**config.mk**
```make
export PLATFORM = sky130hd
export DESIGN_NAME = exp_mu_table_gen
export DESIGN_NICKNAME = d
export VERILOG_FILES = /design/src/rtl/exp_mu_table_gen.sv
export SDC_FILE = /design/constraint.sdc
export NUM_CORES = 2
export LEC_CHECK = 0
export CORE_ASPECT_RATIO = 1.75
export CORE_MARGIN = 2
export CORE_UTILIZATION = 40
export CTS_BUF_LIST = sky130_fd_sc_hd__clkbuf_8
export DETAILED_ROUTE_END_ITERATION = 10
export DONT_BUFFER_PORTS = 1
export PLACE_DENSITY_LB_ADDON = 0.08
export SLEW_MARGIN = 20
export SYNTH_ARGS = -nofsm -noshare
export SYNTH_HDL_FRONTEND = slang
export SYNTH_SLANG_ARGS = --single-unit
export TNS_END_PERCENT = 1
```
**constraint.sdc**
```tcl
create_clock -name CLK -period 23.1 [get_ports CLK]
set_input_delay 2.31 -clock CLK [delete_from_list [all_inputs] [get_ports CLK]]
set_output_delay 2.31 -clock CLK [all_outputs]
set_load 0.05 [all_outputs]
```
**src/rtl/exp_mu_table_gen.sv**
```systemverilog
// rtl/exp_mu_table_gen.sv - multi-channel S0*exp(t*mu) drift table generator
module exp_mu_table_gen #(
  parameter int NCH     = 4,
  parameter int LOGT    = 9,
  parameter int EXP_LAT = 4,
  localparam int CW     = (NCH > 1) ? $clog2(NCH) : 1,
  localparam int AW     = CW + LOGT
) (
  input  logic              CLK,
  input  logic              RSTn,
  input  logic              iStart,
  input  logic [LOGT-1:0]   iTmin,
  input  logic [LOGT-1:0]   iTmax,
  input  logic [NCH*18-1:0] iMu,
  input  logic [NCH*18-1:0] iS,
  output logic [17:0]       oTmu,
  output logic              oTmuValid,
  input  logic [21:0]       iExp,
  output logic [17:0]       oData,
  output logic [AW-1:0]     oAddr,
  output logic              oValid,
  output logic              oBusy,
  output logic              oDone,
  output logic              oOvf
);

  typedef enum logic [1:0] {IDLE, RUN, DRAIN, DONE} state_t;

  state_t            state;
  state_t            state_nxt;
  logic              busy_nxt;

  logic [LOGT-1:0]   tmin_r;
  logic [LOGT-1:0]   tmax_r;
  logic [LOGT-1:0]   t_cnt;
  logic [CW-1:0]     c_cnt;
  logic [17:0]       mu_r [NCH];
  logic [17:0]       s_r  [NCH];

  // v_d[0]/a_d[0] belong to the oTmu stage; index EXP_LAT lines up with iExp
  logic [EXP_LAT:0]  v_d;
  logic [AW-1:0]     a_d [EXP_LAT+1];

  logic              start_acc;
  logic              issue;
  logic              last_issue;
  logic              drain_end;
  logic [17+LOGT:0]  prod_a;
  logic              ovf_a;
  logic [CW-1:0]     c_sel;
  logic [35:0]       prod_c;
  logic              sat_c;
  logic              unused_bits;

  assign start_acc  = (state == IDLE) && iStart;
  assign issue      = (state == RUN);
  assign last_issue = issue && (c_cnt == CW'(NCH - 1)) && (t_cnt == tmax_r);
  // Entries leave the delay line back to back, so the tail is the last valid
  // stage with an empty stage behind it.
  assign drain_end  = v_d[EXP_LAT] && !v_d[EXP_LAT-1];

  assign prod_a      = (18+LOGT)'(mu_r[c_cnt]) * (18+LOGT)'(t_cnt);
  assign ovf_a       = issue && (prod_a[17+LOGT:18] != '0);
  assign c_sel       = a_d[EXP_LAT][AW-1:LOGT];
  assign prod_c      = 36'(iExp[21:4]) * 36'(s_r[c_sel]);
  assign sat_c       = (prod_c[35:31] != 5'd0);
  assign oTmuValid   = v_d[0];
  assign unused_bits = ^{iExp[3:0], prod_c[12:0]};

  // Next-state logic; busy covers the first issue cycle through the last oValid
  always_comb begin
    state_nxt = state;
    busy_nxt  = 1'b0;
    case (state)
      IDLE:    if (iStart) state_nxt = (iTmin > iTmax) ? DONE : RUN;
      RUN:     if (last_issue) state_nxt = DRAIN;
      DRAIN:   if (drain_end) state_nxt = DONE;
      DONE:    state_nxt = IDLE;
      default: state_nxt = IDLE;
    endcase
    busy_nxt = (state_nxt == RUN) || (state_nxt == DRAIN) || (state == DRAIN);
  end

  // State register with registered busy and one-cycle done pulse
  always_ff @(posedge CLK or negedge RSTn) begin
    if (!RSTn) begin
      state <= IDLE;
      oBusy <= 1'b0;
      oDone <= 1'b0;
    end else begin
      state <= state_nxt;
      oBusy <= busy_nxt;
      oDone <= (state == DONE);
    end
  end

  // Run parameters latched on start; {c, t} walk with t wrapping per channel
  always_ff @(posedge CLK or negedge RSTn) begin
    if (!RSTn) begin
      tmin_r <= '0;
      tmax_r <= '0;
      t_cnt  <= '0;
      c_cnt  <= '0;
      for (int i = 0; i < NCH; i++) begin
        mu_r[i] <= '0;
        s_r[i]  <= '0;
      end
    end else if (start_acc) begin
      tmin_r <= iTmin;
      tmax_r <= iTmax;
      t_cnt  <= iTmin;
      c_cnt  <= '0;
      for (int i = 0; i < NCH; i++) begin
        mu_r[i] <= iMu[18*i +: 18];
        s_r[i]  <= iS[18*i +: 18];
      end
    end else if (issue) begin
      // equality test before increment keeps tmax = all-ones from wrapping t
      if (t_cnt == tmax_r) begin
        t_cnt <= tmin_r;
        c_cnt <= c_cnt + CW'(1);
      end else begin
        t_cnt <= t_cnt + LOGT'(1);
      end
    end
  end

  // Stage A (t*mu to the exp core) and the {c, t} delay line matching its latency
  always_ff @(posedge CLK or negedge RSTn) begin
    if (!RSTn) begin
      oTmu <= '0;
      v_d  <= '0;
      for (int i = 0; i <= EXP_LAT; i++) a_d[i] <= '0;
    end else begin
      oTmu   <= prod_a[17:0];
      v_d[0] <= issue;
      a_d[0] <= {c_cnt, t_cnt};
      for (int i = 1; i <= EXP_LAT; i++) begin
        v_d[i] <= v_d[i-1];
        a_d[i] <= a_d[i-1];
      end
    end
  end

  // Stage C: S0 of the carried channel times exp, saturating, plus sticky overflow
  always_ff @(posedge CLK or negedge RSTn) begin
    if (!RSTn) begin
      oValid <= 1'b0;
      oData  <= '0;
      oAddr  <= '0;
      oOvf   <= 1'b0;
    end else begin
      oValid <= v_d[EXP_LAT];
      if (v_d[EXP_LAT]) begin
        oAddr <= a_d[EXP_LAT];
        oData <= sat_c ? 18'h3FFFF : prod_c[30:13];
      end
      if (start_acc) begin
        oOvf <= 1'b0;
      end else if (ovf_a || (v_d[EXP_LAT] && sat_c)) begin
        oOvf <= 1'b1;
      end
    end
  end

endmodule

```
### Yosys cells after proc, flatten, opt, wreduce, memory -nomap -nowiden

Cells that the tools add are included.

| word-level totals | value |
|---|---|
| flip-flop bits (word level) | 286 |

| operators by class | value |
|---|---|
| add/subtract/negate cells | 2 |
| $mul | 2 |
| reduce and logical (&&, ||, !) cells | 17 |
| $lt $le $gt $ge | 3 |
| eq/ne operators | 7 |
| muxes and demuxes | 20 |
| bitwise logic cells | 2 |

Operators with widths:

| cell | count |
|---|---|
| 2-to-1 mux 18 bit | 5 |
| binary-select mux 18 bit (select 2 bit) | 2 |
| multiplier 18 x 18 -> 36 bit | 1 |
| multiplier 18 x 9 -> 27 bit | 1 |
| 2-to-1 mux 9 bit | 3 |
| 2-to-1 mux 2 bit | 7 |
| adder 9 x 1 -> 9 bit, second input constant | 1 |
| equality test 9 bit | 1 |
| greater-than comparator 9 bit | 1 |
| nonzero test 9 bit | 1 |
| equality test 2 bit, second input constant | 4 |
| case mux 2 bit (4 select lines) | 1 |
| >= comparator 3 bit, second input constant | 2 |
| logical AND 1 bit | 6 |
| NOT 2 -> 3 bit | 2 |
| nonzero test 2 bit | 3 |
| nonzero test 5 bit | 1 |
| equality test 2 x 1 -> 1 bit, second input constant | 2 |
| logical OR 1 bit | 3 |
| adder 2 x 1 -> 2 bit, second input constant | 1 |
| zero test 2 bit | 1 |
| 2-to-1 mux 1 bit | 2 |
| AND reduction 2 bit | 1 |
| zero test 1 bit | 1 |

### Depth between registers and ports, before layout

| logic depth | value |
|---|---|
| depth in word-level cells | 10 |
| mapped depth | 28 |
| mapped depth without buffers | 24 |

### Least setup slack after synthesis

OpenSTA, ideal clock, no wires.

| path | value |
|---|---|
| kind | input to register |
| from | input iExp[15] |
| to | register oData[10] |
| cell stages on the path | 23 |
| buffers on the path | 3 |
| arrival time | 8.316 ns |
| setup slack | 14.643 ns |
| cell sequence | buf_1 -> clkbuf_1 -> nand2_1 -> fa_1 -> fa_1 -> fa_1 -> inv_1 -> fa_1 -> fa_1 -> inv_1 -> fa_1 -> inv_1 -> ha_1 -> inv_1 -> o31ai_1 -> o21ai_1 -> a31oi_1 -> o31ai_2 -> o41ai_2 -> xor2_1 -> a2111oi_4 -> buf_6 -> a31oi_1 |

| between the ends | value |
|---|---|
| cells in the longest elaborated chain, start to end | 3 |

RTL lines:

| item | line | RTL |
|---|---|---|
| start, declared | 18 | `input logic [21:0] iExp,` |
| multiplier 18 x 18 -> 36 bit * | 65 | `assign prod_c = 36'(iExp[21:4]) * 36'(s_r[c_sel]);` |
| nonzero test 5 bit | 66 | `assign sat_c = (prod_c[35:31] != 5'd0);` |
| 2-to-1 mux 18 bit * | 156 | `oData <= sat_c ? 18'h3FFFF : prod_c[30:13];` |
| end signal, assigned | 156 |  |
| end, declared | 19 | `output logic [17:0] oData,` |

Mark *: on every way between the ends. The rest lies on a longest branch, timed or not.
A chain may end at the register's enable or synchronous reset.

### Final worst setup path

| path | value |
|---|---|
| from | register a_d[9] (netlist name) |
| to | register oData[4] |

| between the ends | value |
|---|---|
| cells in the longest elaborated chain, start to end | 7 |

RTL lines:

| item | line | RTL |
|---|---|---|
| start, declared | 42 | `logic [AW-1:0] a_d [EXP_LAT+1];` |
| start signal, assigned by index | 140 | `a_d[i] <= a_d[i-1];` |
| NOT 2 -> 3 bit (not written as such) * | 65 |  |
| binary-select mux 18 bit (select 2 bit) * | 65 |  |
| 2-to-1 mux 18 bit (not written as such) * (2 in series) | 65 |  |
| multiplier 18 x 18 -> 36 bit * | 65 |  |
| nonzero test 5 bit | 66 |  |
| 2-to-1 mux 18 bit * | 156 |  |

Mark *: on every way between the ends. The rest lies on a longest branch, timed or not. The select of a mux whose other input is x is not followed.

==> qor.txt <==
Final Instance Count excl. Fillers = 3686
Drt pass-1 iters = 5
Most common cell after layout, fill and taps aside = nand2_1
Die Span Y = 345 um
Area delta synth->final = 6.78%
Post-CTS Setup Repair Bufs = 0
Row count = 124
GPL Wtd Cong = 0.925
Mapped cell area = 26500 sq um
Post-synth top area share = 0.277
Final setup viols = 0
Seq/Total Area, Yosys = 0.270
Share of cells above drive strength 1 = 0.0568
DRT antenna net count = 0
Max FO, Critical Path = 19
Die Width = 199 um
Crit path kind = register to register
Maximum root-to-sink buffer count = 3
Worst slew margin = 0.331
Placed inst area = 27300 sq um
Most frequent CP cell = fa_1
Total gr overflow = 0
Initial Utilization = 0.405
Gr usage total = 0.235
CP Capture Type = register
Critical Path RT = 23600 ps
CTS tree = built
Routed vias = 18.9k
Crit-path cells = buf_4 -> mux4_2 -> and2_1 -> fa_1 -> inv_1 -> fa_1 -> inv_1 -> ha_1 -> fa_1 -> inv_1 -> fa_1 -> fa_1 -> inv_1 -> ha_1 -> nand3_1 -> nor2_1 -> o211ai_1 -> a31oi_1 -> o31ai_2 -> o41ai_2 -> xor2_1 -> a2111oi_4 -> buf_4 -> a31oi_1
Final Hold Fails = 0
Post-cts gate resize count = 0
Hold Crit Class = register to register
First-pass GRT wire length = 120 mm
Most frequent cells in the layout = nand2_1, inv_1, fa_1
CP arrival = 8840 ps
DP Cell Count = 3593
Clk slew on worst S/H paths = 70 ps
Final Skew = 42.3 ps
Dominant cell type by area after synthesis = fa_1
Design Area, Final = 28300 sq um
Largest net degree at the start of global routing = 287
Final WL = 77.4 mm
Worst path max stage delay = 860 ps
Clock Tree Root = clkbuf_8
Vias in the first global route = 20.9k
Cell with the largest stage delay on the worst path = mux4_2
Mean Syn Cell Area = 9.42 sq um
Hold_sp = a_d[43]
Worst r2r src = a_d[9]
EDFF count, synth = 0
Top cells by area, synth = fa_1, dfrtp_1, nand2_1
FMAX = 0.120 GHz
Setup TNS = 0 ps
Slew @ Worst Pin = 1000 ps
Die footprint = 68400 sq um
Outcome = completed
Detailed Place HPWL = 58.5 mm
CORE AREA = 65500 sq um
Routed vias/inst = 5.12
Final #Nets = 3481
WL/cell = 21.0 um
CP Launch Type = register
Clk sinks = 286
CTS Buf Count = 49
Critical path origin = a_d[9]
RSZ-0062 raised after global routing = no
Initial antenna violation count = 7
Port Buffers = 0
Synth Flop Type = dfrtp_1
Initial DRC Count = 705
Number of max-cap violations = 0
Post-Syn Nets = 3534
CTS H-tree lvls = 2
Gate Count Post-Synth = 2815
Hold Buf Count CTS = 0
Post-synthesis sequential element count = 286
Min cycle time layout = 8340 ps
Worst-Skew Late Latency = 670 ps
Io pins = 239
Residual DRC count = 0
Final Cycle Share = 0.361
Fraction of registers with async set or reset after synthesis = 1.00
Unique masters post-synth = 64
Final-report max-slew violation count = 0
Yosys Warn Count = 0
==> kinds of logic after synthesis <==
kind of cell | synth area share
compound gates | 0.0543
xor+xnor | 0.0152
fa+ha+maj | 0.355
buf+inv | 0.0800
flops | 0.270
mux | 0.0377
simple gates | 0.188
==> state kept, by name (all words and copies together) (netlist names) <==
name	cells
oTmu	18
oBusy	1
oAddr	11
c_cnt	2
oOvf	1
a_d	55
tmax_r	9
oData	18
v_d	5
state	2
oDone	1
mu_r	72
oValid	1
t_cnt	9
s_r	72
tmin_r	9
==> path summary, 6_finish.rpt <==
kind / cells past startpoint / slack (ps) / endpoint
worst max-delay path: 24 / 14760 / oData[4]
worst min-delay path: 0 / 330 / a_d[32]
worst max register to register: 24 / 14760 / oData[4]
worst min register to register: 0 / 330 / a_d[32]
max in group asynchronous: 0 / 20990 / v_d[4]
min in group asynchronous: 0 / 1370 / oTmu[6]
==> worst max-delay path, delay by kind of cell (launching register included) <==
family / cells / cell delay, ps
adders and majority gates: 7 / 3220
AOI/OAI and AO/OA: 6 / 1470
and+or+nand+nor: 3 / 1080
buffers and inverters: 6 / 960
muxes: 1 / 860
DFF: 1 / 340
xor gates and xnor gates: 1 / 150
==> routing by layer <==
metal | part of all wire | vias to the layer above | GRT usage
li1 | - | 8553 | -
met1 | 0.35 | 9716 | 0.244
met2 | 0.56 | 446 | 0.452
met3 | 0.044 | 160 | 0.0371
met4 | 0.053 | 2 | 0.118
met5 | 0.00021 | - | 0
==> cell usage after synthesis (18+ instances only) <==
master	n
nand2_1	763
inv_1	439
fa_1	367
dfrtp_1	286
and2_1	237
ha_1	165
clkbuf_1	103
a21oi_1	50
nor2_1	48
o21ai_0	40
mux4_2	36
a31oi_1	30
xnor2_1	28
a21o_1	20
xor2_1	18
==> layout make-up <==
| type | count | area, sq um |
|---|---|---|
| clock inverters | 28 | 193 |
| inverters | 439 | 1650 |
| well taps | 882 | 1100 |
| repair buffers | 19 | 143 |
| multi-input cells | 1967 | 17200 |
| clock buffers | 58 | 798 |
| flip-flops and latches | 286 | 7160 |
| diodes | 7 | 17.5 |
| fillers | 6662 | 37200 |
==> stage by stage <==
step,hold WS (ps),setup slack (ps),util
after floorplan,331,14640,-
after global placement,332,14520,0.417
after detailed placement,335,14450,0.417
after CTS,325,14840,0.432
after global routing,326,14200,0.432
final,329,14760,0.432
Power is not shown: default switching activity piles up to over one toggle a cycle in this logic, so the estimate is an artifact.
